### src/rtl/if_prefetch_unit_pkg.sv
// Shared constants and helpers for the instruction-fetch stage and its prefetch queue.
// Default geometry matches the loader/debug unit and the ID stage.
package if_prefetch_unit_pkg;

  localparam int BYTE_SIZE                               = 8;
  localparam int DEFAULT_PC_SIZE                         = 32;
  localparam int DEFAULT_INSTRUCTION_MEMORY_WORD_BYTES   = 4;
  localparam int DEFAULT_INSTRUCTION_MEMORY_SIZE_IN_WORDS = 64;
  localparam int DEFAULT_FETCH_QUEUE_DEPTH               = 4;

  // Queue operation for one edge, derived from the push/pop strobes.
  typedef enum logic [1:0] {
    Q_IDLE = 2'b00,
    Q_POP  = 2'b01,
    Q_PUSH = 2'b10,
    Q_BOTH = 2'b11
  } q_op_e;

  function automatic q_op_e q_op(input logic push, input logic pop);
    return q_op_e'({push, pop});
  endfunction

endpackage

### src/rtl/if_prefetch_unit_if.sv
// Bus bundle between the fetch stage, the loader (memory writes/control) and decode.
// The slave modport is the fetch stage's view; master is the driver side.
interface if_prefetch_unit_if
  import if_prefetch_unit_pkg::*;
#(
  parameter int PC_SIZE            = DEFAULT_PC_SIZE,
  parameter int WORD_SIZE_IN_BYTES = DEFAULT_INSTRUCTION_MEMORY_WORD_BYTES,
  parameter int QUEUE_DEPTH        = DEFAULT_FETCH_QUEUE_DEPTH
) ();

  localparam int BUS = WORD_SIZE_IN_BYTES * BYTE_SIZE;
  localparam int CW  = $clog2(QUEUE_DEPTH + 1);

  logic               i_enable;
  logic               i_halt;
  logic               i_load_mode;
  logic               i_write_mem;
  logic               i_clear_mem;
  logic [BUS-1:0]     i_instruction;
  logic               i_redirect;
  logic [PC_SIZE-1:0] i_redirect_pc;
  logic               i_ready;
  logic               o_valid;
  logic [BUS-1:0]     o_instruction;
  logic [PC_SIZE-1:0] o_pc;
  logic [PC_SIZE-1:0] o_next_seq_pc;
  logic [CW-1:0]      o_queue_count;
  logic               o_full_mem;
  logic               o_empty_mem;
  logic               o_end_of_program;

  modport slave (
    input  i_enable, i_halt, i_load_mode, i_write_mem, i_clear_mem, i_instruction,
           i_redirect, i_redirect_pc, i_ready,
    output o_valid, o_instruction, o_pc, o_next_seq_pc, o_queue_count,
           o_full_mem, o_empty_mem, o_end_of_program
  );

  modport master (
    output i_enable, i_halt, i_load_mode, i_write_mem, i_clear_mem, i_instruction,
           i_redirect, i_redirect_pc, i_ready,
    input  o_valid, o_instruction, o_pc, o_next_seq_pc, o_queue_count,
           o_full_mem, o_empty_mem, o_end_of_program
  );

endinterface

### src/rtl/if_prefetch_unit_fetch_queue.sv
// Synchronous FIFO of {pc, instruction} with flush; head reads zero when empty.
// Push while full is only legal together with a pop (caller guarantees this).
module if_prefetch_unit_fetch_queue
  import if_prefetch_unit_pkg::*;
#(
  parameter int PC_SIZE     = DEFAULT_PC_SIZE,
  parameter int BUS         = DEFAULT_INSTRUCTION_MEMORY_WORD_BYTES * BYTE_SIZE,
  parameter int QUEUE_DEPTH = DEFAULT_FETCH_QUEUE_DEPTH
) (
  input  logic                                 i_clk,
  input  logic                                 i_reset,
  input  logic                                 flush,
  input  logic                                 push,
  input  logic                                 pop,
  input  logic [PC_SIZE-1:0]                   push_pc,
  input  logic [BUS-1:0]                       push_instruction,
  output logic                                 head_valid,
  output logic [PC_SIZE-1:0]                   head_pc,
  output logic [BUS-1:0]                       head_instruction,
  output logic [$clog2(QUEUE_DEPTH+1)-1:0]     count
);

  localparam int PW = $clog2(QUEUE_DEPTH);
  localparam int CW = $clog2(QUEUE_DEPTH + 1);

  logic [PC_SIZE-1:0] store_pc    [QUEUE_DEPTH];
  logic [BUS-1:0]     store_instr [QUEUE_DEPTH];
  logic [PW-1:0]      rd_ptr;
  logic [PW-1:0]      wr_ptr;
  logic [CW-1:0]      count_q;
  q_op_e              op;

  always_comb begin
    op = q_op(push, pop);
  end

  always_ff @(posedge i_clk) begin
    if (i_reset || flush) begin
      rd_ptr  <= '0;
      wr_ptr  <= '0;
      count_q <= '0;
    end else begin
      unique case (op)
        Q_PUSH: begin
          wr_ptr  <= wr_ptr + 1'b1;
          count_q <= count_q + 1'b1;
        end
        Q_POP: begin
          rd_ptr  <= rd_ptr + 1'b1;
          count_q <= count_q - 1'b1;
        end
        Q_BOTH: begin
          wr_ptr <= wr_ptr + 1'b1;
          rd_ptr <= rd_ptr + 1'b1;
        end
        default: ;
      endcase
    end
  end

  // Storage carries no reset; validity is tracked by count alone.
  always_ff @(posedge i_clk) begin
    if (!i_reset && !flush && push) begin
      store_pc[wr_ptr]    <= push_pc;
      store_instr[wr_ptr] <= push_instruction;
    end
  end

  always_comb begin
    head_valid       = (count_q != '0);
    head_pc          = head_valid ? store_pc[rd_ptr]    : '0;
    head_instruction = head_valid ? store_instr[rd_ptr] : '0;
    count            = count_q;
  end

endmodule

### src/rtl/if_prefetch_unit.sv
// Instruction-fetch stage: loadable instruction memory, PC, and a prefetch queue feeding decode.
// Fetch stops once the PC word index reaches the loaded-program end (write pointer).
module if_prefetch_unit
  import if_prefetch_unit_pkg::*;
#(
  parameter int PC_SIZE            = DEFAULT_PC_SIZE,
  parameter int WORD_SIZE_IN_BYTES = DEFAULT_INSTRUCTION_MEMORY_WORD_BYTES,
  parameter int MEM_SIZE_IN_WORDS  = DEFAULT_INSTRUCTION_MEMORY_SIZE_IN_WORDS,
  parameter int QUEUE_DEPTH        = DEFAULT_FETCH_QUEUE_DEPTH
) (
  input  logic                i_clk,
  input  logic                i_reset,
  if_prefetch_unit_if.slave   bus
);

  localparam int BUS = WORD_SIZE_IN_BYTES * BYTE_SIZE;
  localparam int OFS = $clog2(WORD_SIZE_IN_BYTES);
  localparam int AW  = $clog2(MEM_SIZE_IN_WORDS);
  localparam int WPW = $clog2(MEM_SIZE_IN_WORDS + 1);
  localparam int IW  = PC_SIZE - OFS;
  localparam int CW  = $clog2(QUEUE_DEPTH + 1);

  logic [PC_SIZE-1:0] pc_q;
  logic [WPW-1:0]     wptr_q;
  logic [BUS-1:0]     mem [MEM_SIZE_IN_WORDS];

  logic [IW-1:0]      fetch_idx;
  logic [BUS-1:0]     fetch_word;
  logic               full_mem;
  logic               end_of_program;
  logic               take_redirect;
  logic               pop;
  logic               push;
  logic               q_flush;
  logic               head_valid;
  logic [PC_SIZE-1:0] head_pc;
  logic [BUS-1:0]     head_instruction;
  logic [CW-1:0]      q_count;

  always_comb begin
    fetch_idx      = pc_q[PC_SIZE-1:OFS];
    fetch_word     = mem[fetch_idx[AW-1:0]];
    full_mem       = (wptr_q == WPW'(MEM_SIZE_IN_WORDS));
    // Full-width index compare keeps fetch from wrapping into unloaded words.
    end_of_program = (fetch_idx >= IW'(wptr_q));
    take_redirect  = bus.i_enable && bus.i_redirect;
    pop            = bus.i_enable && head_valid && bus.i_ready;
    push           = bus.i_enable && !bus.i_halt && !bus.i_load_mode && !end_of_program &&
                     !bus.i_redirect && ((q_count < CW'(QUEUE_DEPTH)) || pop);
    q_flush        = bus.i_clear_mem || take_redirect;
  end

  always_ff @(posedge i_clk) begin
    if (i_reset) begin
      pc_q <= '0;
    end else if (bus.i_clear_mem) begin
      pc_q <= '0;
    end else if (take_redirect) begin
      pc_q <= bus.i_redirect_pc & ~PC_SIZE'(WORD_SIZE_IN_BYTES - 1);
    end else if (push) begin
      pc_q <= pc_q + PC_SIZE'(WORD_SIZE_IN_BYTES);
    end
  end

  always_ff @(posedge i_clk) begin
    if (i_reset || bus.i_clear_mem) begin
      wptr_q <= '0;
    end else if (bus.i_write_mem && !full_mem) begin
      wptr_q <= wptr_q + 1'b1;
    end
  end

  always_ff @(posedge i_clk) begin
    if (!i_reset && !bus.i_clear_mem && bus.i_write_mem && !full_mem) begin
      mem[wptr_q[AW-1:0]] <= bus.i_instruction;
    end
  end

  if_prefetch_unit_fetch_queue #(
    .PC_SIZE     (PC_SIZE),
    .BUS         (BUS),
    .QUEUE_DEPTH (QUEUE_DEPTH)
  ) u_fetch_queue (
    .i_clk            (i_clk),
    .i_reset          (i_reset),
    .flush            (q_flush),
    .push             (push),
    .pop              (pop),
    .push_pc          (pc_q),
    .push_instruction (fetch_word),
    .head_valid       (head_valid),
    .head_pc          (head_pc),
    .head_instruction (head_instruction),
    .count            (q_count)
  );

  always_comb begin
    bus.o_valid          = head_valid;
    bus.o_instruction    = head_instruction;
    bus.o_pc             = head_pc;
    bus.o_next_seq_pc    = head_valid ? head_pc + PC_SIZE'(WORD_SIZE_IN_BYTES) : '0;
    bus.o_queue_count    = q_count;
    bus.o_full_mem       = full_mem;
    bus.o_empty_mem      = (wptr_q == '0);
    bus.o_end_of_program = end_of_program;
  end

endmodule

### src/flat_wrapper.sv
// flat-port wrapper written by rule: the top's interface ports become plain ports
module if_prefetch_unit_flat import if_prefetch_unit_pkg::*;
#(
  parameter int PC_SIZE            = DEFAULT_PC_SIZE,
  parameter int WORD_SIZE_IN_BYTES = DEFAULT_INSTRUCTION_MEMORY_WORD_BYTES,
  parameter int MEM_SIZE_IN_WORDS  = DEFAULT_INSTRUCTION_MEMORY_SIZE_IN_WORDS,
  parameter int QUEUE_DEPTH        = DEFAULT_FETCH_QUEUE_DEPTH
)
  (i_clk, i_reset, bus_i_enable, bus_i_halt, bus_i_load_mode, bus_i_write_mem, bus_i_clear_mem, bus_i_instruction, bus_i_redirect, bus_i_redirect_pc, bus_i_ready, bus_o_valid, bus_o_instruction, bus_o_pc, bus_o_next_seq_pc, bus_o_queue_count, bus_o_full_mem, bus_o_empty_mem, bus_o_end_of_program);
  if_prefetch_unit_if #(.PC_SIZE(PC_SIZE), .WORD_SIZE_IN_BYTES(WORD_SIZE_IN_BYTES), .QUEUE_DEPTH(QUEUE_DEPTH)) bus_i ();
  input  logic i_clk;
  input  logic i_reset;
  input wire logic [$bits(bus_i.i_enable)-1:0] bus_i_enable;
  input wire logic [$bits(bus_i.i_halt)-1:0] bus_i_halt;
  input wire logic [$bits(bus_i.i_load_mode)-1:0] bus_i_load_mode;
  input wire logic [$bits(bus_i.i_write_mem)-1:0] bus_i_write_mem;
  input wire logic [$bits(bus_i.i_clear_mem)-1:0] bus_i_clear_mem;
  input wire logic [$bits(bus_i.i_instruction)-1:0] bus_i_instruction;
  input wire logic [$bits(bus_i.i_redirect)-1:0] bus_i_redirect;
  input wire logic [$bits(bus_i.i_redirect_pc)-1:0] bus_i_redirect_pc;
  input wire logic [$bits(bus_i.i_ready)-1:0] bus_i_ready;
  output wire logic [$bits(bus_i.o_valid)-1:0] bus_o_valid;
  output wire logic [$bits(bus_i.o_instruction)-1:0] bus_o_instruction;
  output wire logic [$bits(bus_i.o_pc)-1:0] bus_o_pc;
  output wire logic [$bits(bus_i.o_next_seq_pc)-1:0] bus_o_next_seq_pc;
  output wire logic [$bits(bus_i.o_queue_count)-1:0] bus_o_queue_count;
  output wire logic [$bits(bus_i.o_full_mem)-1:0] bus_o_full_mem;
  output wire logic [$bits(bus_i.o_empty_mem)-1:0] bus_o_empty_mem;
  output wire logic [$bits(bus_i.o_end_of_program)-1:0] bus_o_end_of_program;
  assign bus_i.i_enable = bus_i_enable;
  assign bus_i.i_halt = bus_i_halt;
  assign bus_i.i_load_mode = bus_i_load_mode;
  assign bus_i.i_write_mem = bus_i_write_mem;
  assign bus_i.i_clear_mem = bus_i_clear_mem;
  assign bus_i.i_instruction = bus_i_instruction;
  assign bus_i.i_redirect = bus_i_redirect;
  assign bus_i.i_redirect_pc = bus_i_redirect_pc;
  assign bus_i.i_ready = bus_i_ready;
  assign bus_o_valid = bus_i.o_valid;
  assign bus_o_instruction = bus_i.o_instruction;
  assign bus_o_pc = bus_i.o_pc;
  assign bus_o_next_seq_pc = bus_i.o_next_seq_pc;
  assign bus_o_queue_count = bus_i.o_queue_count;
  assign bus_o_full_mem = bus_i.o_full_mem;
  assign bus_o_empty_mem = bus_i.o_empty_mem;
  assign bus_o_end_of_program = bus_i.o_end_of_program;
  if_prefetch_unit #(.PC_SIZE(PC_SIZE), .WORD_SIZE_IN_BYTES(WORD_SIZE_IN_BYTES), .MEM_SIZE_IN_WORDS(MEM_SIZE_IN_WORDS), .QUEUE_DEPTH(QUEUE_DEPTH)) u_core (.i_clk(i_clk), .i_reset(i_reset), .bus(bus_i));
endmodule
### config.mk
export PLATFORM = sky130hd
export DESIGN_NAME = if_prefetch_unit_flat
export DESIGN_NICKNAME = d
export VERILOG_FILES = /design/src/rtl/if_prefetch_unit_pkg.sv /design/src/rtl/if_prefetch_unit_if.sv /design/src/rtl/if_prefetch_unit_fetch_queue.sv /design/src/rtl/if_prefetch_unit.sv /design/src/flat_wrapper.sv
export SDC_FILE = /design/constraint.sdc
export NUM_CORES = 2
export LEC_CHECK = 0
export BUFFER_PORTS_ARGS = -buffer_cell sky130_fd_sc_hd__buf_2
export CORE_ASPECT_RATIO = 1.1
export CORE_MARGIN = 10
export CORE_UTILIZATION = 50
export CTS_CLUSTER_SIZE = 24
export DETAILED_ROUTE_END_ITERATION = 16
export PLACE_DENSITY = 0.64
export REMOVE_ABC_BUFFERS = 1
export SLEW_MARGIN = 20
export SYNTH_ARGS = -nofsm -noshare
export SYNTH_HDL_FRONTEND = slang
export SYNTH_SLANG_ARGS = --single-unit
### constraint.sdc
create_clock -name i_clk -period 5.6 [get_ports i_clk]
set_clock_uncertainty 0.2 [all_clocks]
set_input_delay 0.28 -clock i_clk [delete_from_list [all_inputs] [get_ports i_clk]]
set_output_delay 0.28 -clock i_clk [all_outputs]
set_load 0.1 [all_outputs]
Word level (Yosys, flattened, before mapping)
Memory sizes are Yosys's and may differ from the RTL's. A register that Yosys moved wholly into a read port is not among the register bits.
Index checks and enable logic that the tools add are counted.
W data, S select, Z words.
{"block": "totals", "reg_bits": 46, "ram_bits": 2304, "inputBits": 73, "out_inout_bits": 103, "wordCells": 72, "memories": 3}
{"name": "u_core.mem", "depth": 64, "word_bits": 32, "read_ports": 1, "rd_clocked_by_memory_dff": 1, "write_ports": 1, "line_no": "if_prefetch_unit.sv:25", "rtl": "logic [BUS-1:0] mem [MEM_SIZE_IN_WORDS];"}
{"name": "u_core.u_fetch_queue.store_instr", "depth": 4, "word_bits": 32, "read_ports": 1, "rd_clocked_by_memory_dff": 1, "write_ports": 1, "line_no": "if_prefetch_unit_fetch_queue.sv:27", "rtl": "logic [BUS-1:0] store_instr [QUEUE_DEPTH];"}
{"name": "u_core.u_fetch_queue.store_pc", "depth": 4, "word_bits": 32, "read_ports": 1, "rd_clocked_by_memory_dff": 1, "write_ports": 1, "line_no": "if_prefetch_unit_fetch_queue.sv:26", "rtl": "logic [PC_SIZE-1:0] store_pc [QUEUE_DEPTH];"}
{"block": "op_classes", "add_sub_neg": 7, "n_lt_le_gt_ge": 2, "eq_ne": 4, "n_mux": 16, "reduce_logical": 34}
{"op": "$mux W32", "count": 5}
{"op": "$add A32 B3 Y32 const B", "count": 2}
{"op": "$ge A30 B7 Y1", "count": 1}
{"op": "$logic_and A1 B1 Y1", "count": 14}
{"op": "$mux W6", "count": 2}
{"op": "$logic_not A1 Y1", "count": 8}
{"op": "$mux W2", "count": 4}
{"op": "$add A7 B1 Y7 const B", "count": 1}
{"op": "$eq A7 B7 Y1 const B", "count": 1}
{"op": "$logic_not A7 Y1", "count": 1}
{"op": "$pmux W3 S2", "count": 1}
{"op": "$reduce_or A2 Y1", "count": 3}
{"op": "$add A2 B1 Y2 const B", "count": 2}
{"op": "$eq A2 B2 Y1 const B", "count": 2}
{"op": "$logic_or A1 B1 Y1", "count": 4}
{"op": "$mux W1", "count": 4}
{"op": "$reduce_bool A2 Y1", "count": 2}
{"op": "$add A3 B1 Y3 const B", "count": 1}
{"op": "$lt A3 B3 Y1 const B", "count": 1}
{"op": "$reduce_bool A3 Y1", "count": 1}
{"op": "$reduce_or A3 Y1", "count": 1}
{"op": "$sub A3 B1 Y3 const B", "count": 1}
{"op": "$eq A2 B1 Y1 const B", "count": 1}

Depth between registers and ports, before layout
{"block": "depth", "word_depth": 10, "ltp_mapped": 14, "ltp_nobuf": 12}

Modules after synthesis
A second synthesis with hierarchy kept.
{"block": "unflattened", "cells_unflattened": 4097, "area_unflattened_um2": 90853.4}
{"mod": "if_prefetch_unit", "instances": 1, "cells_per_inst": 3639, "area_per_inst_um2": 80639.8, "seq_area_each_um2": 62359.8}
{"mod": "if_prefetch_unit_fetch_queue", "instances": 1, "cells_per_inst": 458, "area_per_inst_um2": 10213.5, "seq_area_each_um2": 7867.5}

Worst setup path before layout
No wires, ideal clock.
{"block": "synth_timing", "kind": "reg2out", "start": "register u_core.u_fetch_queue.count_q[0], in the netlist u_core.u_fetch_queue.count[0]", "end": "output bus_o_next_seq_pc[26]", "t_arrival_ns": 5.981, "required_time_ns": 5.120, "slack_ns": -0.861, "stages_incl_launch_ff": 13, "n_path_buf": 3, "cell_sequence": "dfxtp_1 -> nor3_1 -> inv_1 -> clkbuf_1 -> clkbuf_1 -> and2_1 -> ha_1 -> nand3_1 -> nor4_1 -> buf_2 -> nand4b_1 -> xor2_1 -> nor2_1"}
{"block": "synth_between", "elab_chain_cells": 4}
{"element": "from (decl)", "line_no": "if_prefetch_unit_fetch_queue.sv:30", "rtl": "logic [CW-1:0] count_q;"}
{"element": "from (signal assigned)", "line_no": "if_prefetch_unit_fetch_queue.sv:46", "rtl": "count_q <= count_q + 1'b1;"}
{"element": "from (signal assigned)", "line_no": "if_prefetch_unit_fetch_queue.sv:50", "rtl": "count_q <= count_q - 1'b1;"}
{"element": "$reduce_bool A3 Y1", "line_no": "if_prefetch_unit_fetch_queue.sv:70", "rtl": "head_valid = (count_q != '0);"}
{"element": "via bus_o_valid", "line_no": "flat_wrapper.sv:22", "rtl": "output wire logic [$bits(bus_i.o_valid)-1:0] bus_o_valid;"}
{"element": "$mux W32", "line_no": "if_prefetch_unit_fetch_queue.sv:71", "rtl": "head_pc = head_valid ? store_pc[rd_ptr] : '0;"}
{"element": "via bus_o_pc[2]", "line_no": "flat_wrapper.sv:24", "rtl": "output wire logic [$bits(bus_i.o_pc)-1:0] bus_o_pc;"}
{"element": "$add A32 B3 Y32", "line_no": "if_prefetch_unit.sv:101", "rtl": "bus.o_next_seq_pc = head_valid ? head_pc + PC_SIZE'(WORD_SIZE_IN_BYTES) : '0;"}
{"element": "$mux W32", "line_no": "if_prefetch_unit.sv:101"}
{"element": "to (decl)", "line_no": "flat_wrapper.sv:25", "rtl": "output wire logic [$bits(bus_i.o_next_seq_pc)-1:0] bus_o_next_seq_pc;"}
The timed path passes the listed nets, and every way through them passes these cells.

==> impl_metrics.env <==
export IMPL_grt_pass1_vias=44179
export IMPL_ys_warn_count=0
export IMPL_synth_top_area_cell="edfxtp_1"
export IMPL_drc_errors=0
export IMPL_dieArea_sq_um=197600
export IMPL_drv_slew=0
export IMPL_synth_area_leaders="edfxtp_1 77%, mux4_2 16%, dfxtp_1 1.2%, a22oi_1 0.88%, and2_1 0.51%"
export IMPL_outcome="finished, final reports clean"
export IMPL_multi_input_area_sq_um=19590
export IMPL_clkSlewWorstSetupHoldPaths_ps=60
export IMPL_grt_max_degree=106
export IMPL_post_cts_buffers=0
export IMPL_num_rows=163
export IMPL_start_util=0.5026
export IMPL_cts_buffer_depth=3
export IMPL_fin_ws_ps=866.4
export IMPL_drtIter0Drc=4691
export IMPL_synthMuxAreaShare=0.1639
export IMPL_ctsResizeCount=0
export IMPL_root_buffer="clkbuf_16"
export IMPL_tritoncts="built"
export IMPL_syn_avg_cell_area_sq_um=22.75
export IMPL_ys_top_cells_by_count="2296 x edfxtp_1, 649 x mux4_2, 114 x nor2_1"
export IMPL_grt_pass1_wl_mm=313.0
export IMPL_numCtsBuffers=222
export IMPL_drive_above_1_share=0.2956
export IMPL_io_buffers=169
export IMPL_clk_latency_ps=860
export IMPL_synth_most_common_cell="edfxtp_1"
export IMPL_fin_crit_sh=0.8453
export IMPL_post_place_ws_ps=1201
export IMPL_design_area_sq_um=103500
export IMPL_grt_usage=0.2178
export IMPL_n_fill_cell=12762
export IMPL_finalWeightedCongestion=0.7976
export IMPL_synth_seq_area_share=0.7767
export IMPL_slew_headroom=0.2486
export IMPL_crit_arrival_ps=4250
export IMPL_worst_slew_pin_slew_ps=1127
export IMPL_routed_wl_mm=216.4
export IMPL_worst_hold_slack_ps=156.1
export IMPL_synthesis_area_sq_um=90100
export IMPL_viasPerCell=6.122
export IMPL_seqCellArea_sq_um=70010
export IMPL_grt_overflow=0
export IMPL_boundaryPins=176
export IMPL_synthAdderAreaFrac=0.002722
export IMPL_leakagePower_nw=31.81
export IMPL_synth_top_family_by_area="multiplexers"
export IMPL_maxCapViolations=0
export IMPL_antenna_found_initial=13
export IMPL_async_flop_share=0
export IMPL_fmax_mhz=211.3
export IMPL_postSynthCellCount=3960
export IMPL_cts_sinks=2348
export IMPL_core_sq_um=179300
export IMPL_firstDrtPassIters=5
export IMPL_crit_fanout=55
export IMPL_crit_required_ps=5120
export IMPL_synth_seq_cells=2348
export IMPL_synth_compound_area_frac=0.01955
export IMPL_synth_edf_count=2296
export IMPL_placed_area_sq_um=94940
export IMPL_min_period_ps=4734
export IMPL_dp_hpwl_mm=124.2
export IMPL_rsz0062_at_grt="no"
export IMPL_hold_violations=0
export IMPL_vias=42902
export IMPL_placed_cells=6451
export IMPL_synth_simple_gate_area_frac=0.02194
export IMPL_crit_path_end_kind="primary output"
export IMPL_post_drt_wl_per_cell_um=30.88
export IMPL_start_kind="flop"
export IMPL_powerDensity_nw_per_um2=339.5
export IMPL_critical_path_class="flop to primary output"
export IMPL_synth_top_area_frac=0.7652
export IMPL_nets=4520
export IMPL_ir_worst_vdd_v=0.0003626
export IMPL_synth_xor_area_share=0.003111
export IMPL_antenna_left=0
export IMPL_setup_viol=0
export IMPL_htreeDepth=4
export IMPL_ys_types=54
export IMPL_syn2layout_area_growth_pct=14.91
export IMPL_hold_path_class="input port to flop"
export IMPL_die_h_um=465.2
export IMPL_chipWidth_um=424.8
export IMPL_fin_util=0.5776
export IMPL_final_cells=7008
export IMPL_ys_flop_type="edfxtp_1"
## power breakdown
| part | total, mW | switching, mW | internal, mW |
|---|---|---|---|
| Clock | 14.6 | 6.42 | 8.21 |
| Combinational | 1.19 | 0.761 | 0.433 |
| Sequential | 19.3 | 0.0340 | 19.3 |
## per-layer routing
layer	vias to the layer above	GRT usage	routed length, um
met5	-	0	0
met1	23064	0.2927	84560
met4	0	0.06770	6697
li1	17740	-	-
met2	1772	0.3531	107000
met3	326	0.05403	18180
## cells in the final DEF (no fill, tap or decap), types with 9 or more instances in the layout
master / Yosys / layout
a21oi_1: 56 / 56
a221oi_1: 26 / 26
a22o_1: 20 / 20
a22oi_1: 106 / 106
and2_1: 73 / 69
buf_12: 1 / 27
buf_2: 80 / 151
buf_4: 14 / 136
bufinv_16: 0 / 18
clkbuf_1: 99 / 50
clkbuf_16: 0 / 223
clkinv_1: 0 / 55
clkinv_2: 0 / 36
dfxtp_1: 52 / 46
dlygate4sd3_1: 0 / 145
edfxtp_1: 2296 / 2296
ha_1: 18 / 18
inv_1: 22 / 21
mux2_2: 9 / 9
mux4_2: 649 / 649
nand2_1: 112 / 112
nand3_1: 33 / 33
nand4_1: 12 / 12
nor2_1: 114 / 48
nor2_4: 0 / 64
nor4_1: 11 / 9
o21ai_0: 16 / 16
or3_1: 10 / 10
xnor2_1: 15 / 15
xor2_1: 17 / 17
## path summary, 6_finish.rpt
check / startpoint / endpoint / slack (ps) / cells past startpoint
max: flop / bus_o_next_seq_pc[30] / 870 / 6
max reg2reg: u_core.wptr_q[1]$_SDFFE_PP0P_ / u_core.mem[60][13]$_DFFE_PP_ / 1150 / 9
min: bus_i_load_mode / u_core.pc_q[5]$_SDFFE_PP0N_ / 160 / 6
min reg2reg: u_core.u_fetch_queue.wr_ptr[1]$_SDFFE_PP0P_ / u_core.u_fetch_queue.wr_ptr[1]$_SDFFE_PP0P_ / 320 / 2
## cell families (layout without fill, tap and decap cells)
logic type | count (synthesis) | in the layout
flip-flops | 2348 | 2348
multiplexers | 663 | 663
AND/OR/NAND/NOR | 408 | 408
AO/OA/AOI/OAI | 249 | 249
buffers and inverters | 240 | 888
XOR/XNOR | 32 | 32
adder cells (fa/ha/maj) | 19 | 19
other | 1 | 9
## registers in the layout, summed over array words and instances, names as in the netlist, named ones only
register and cells:
u_core.u_fetch_queue.count 3, u_core.u_fetch_queue.store_pc 120, u_core.wptr_q 7, u_core.u_fetch_queue.rd_ptr 2, u_core.mem 2048, u_core.u_fetch_queue.store_instr 128
u_core.pc_q 30, u_core.u_fetch_queue.wr_ptr 2
## critical path, cell delays in order, from the launching register on
cell	delay (ps)
dfxtp_4	910
mux4_2	680
nor4b_2	820
nand4_1	200
xor2_1	180
nor2_1	100
buf_2	440
## cell type report
type	instances	share of cell area
flip-flops and latches	2348	0.6762
clock inverters	130	0.01222
multi-input cells	1375	0.1892
diodes	5	0.0001208
repair buffers	459	0.03640
clock buffers	277	0.05624
inverters	22	0.0007976
well taps	2392	0.02891
## timing repair
item,4_1_cts,5_1_grt
hold endpoints to repair,1477,384
hold buffers,139,6
endpoints found under the setup margin,0,0
## metrics by stage
step | power [mW] | setup TNS (ps)
2_1_floorplan | 20.61 | -2651090
3_3_place_gp | 20.81 | 0
5_1_grt | 36.18 | 0
3_5_place_dp | 20.84 | 0
4_1_cts | 35.38 | 0
6_report | 35.16 | 0
(Power assumes the default switching activity.)
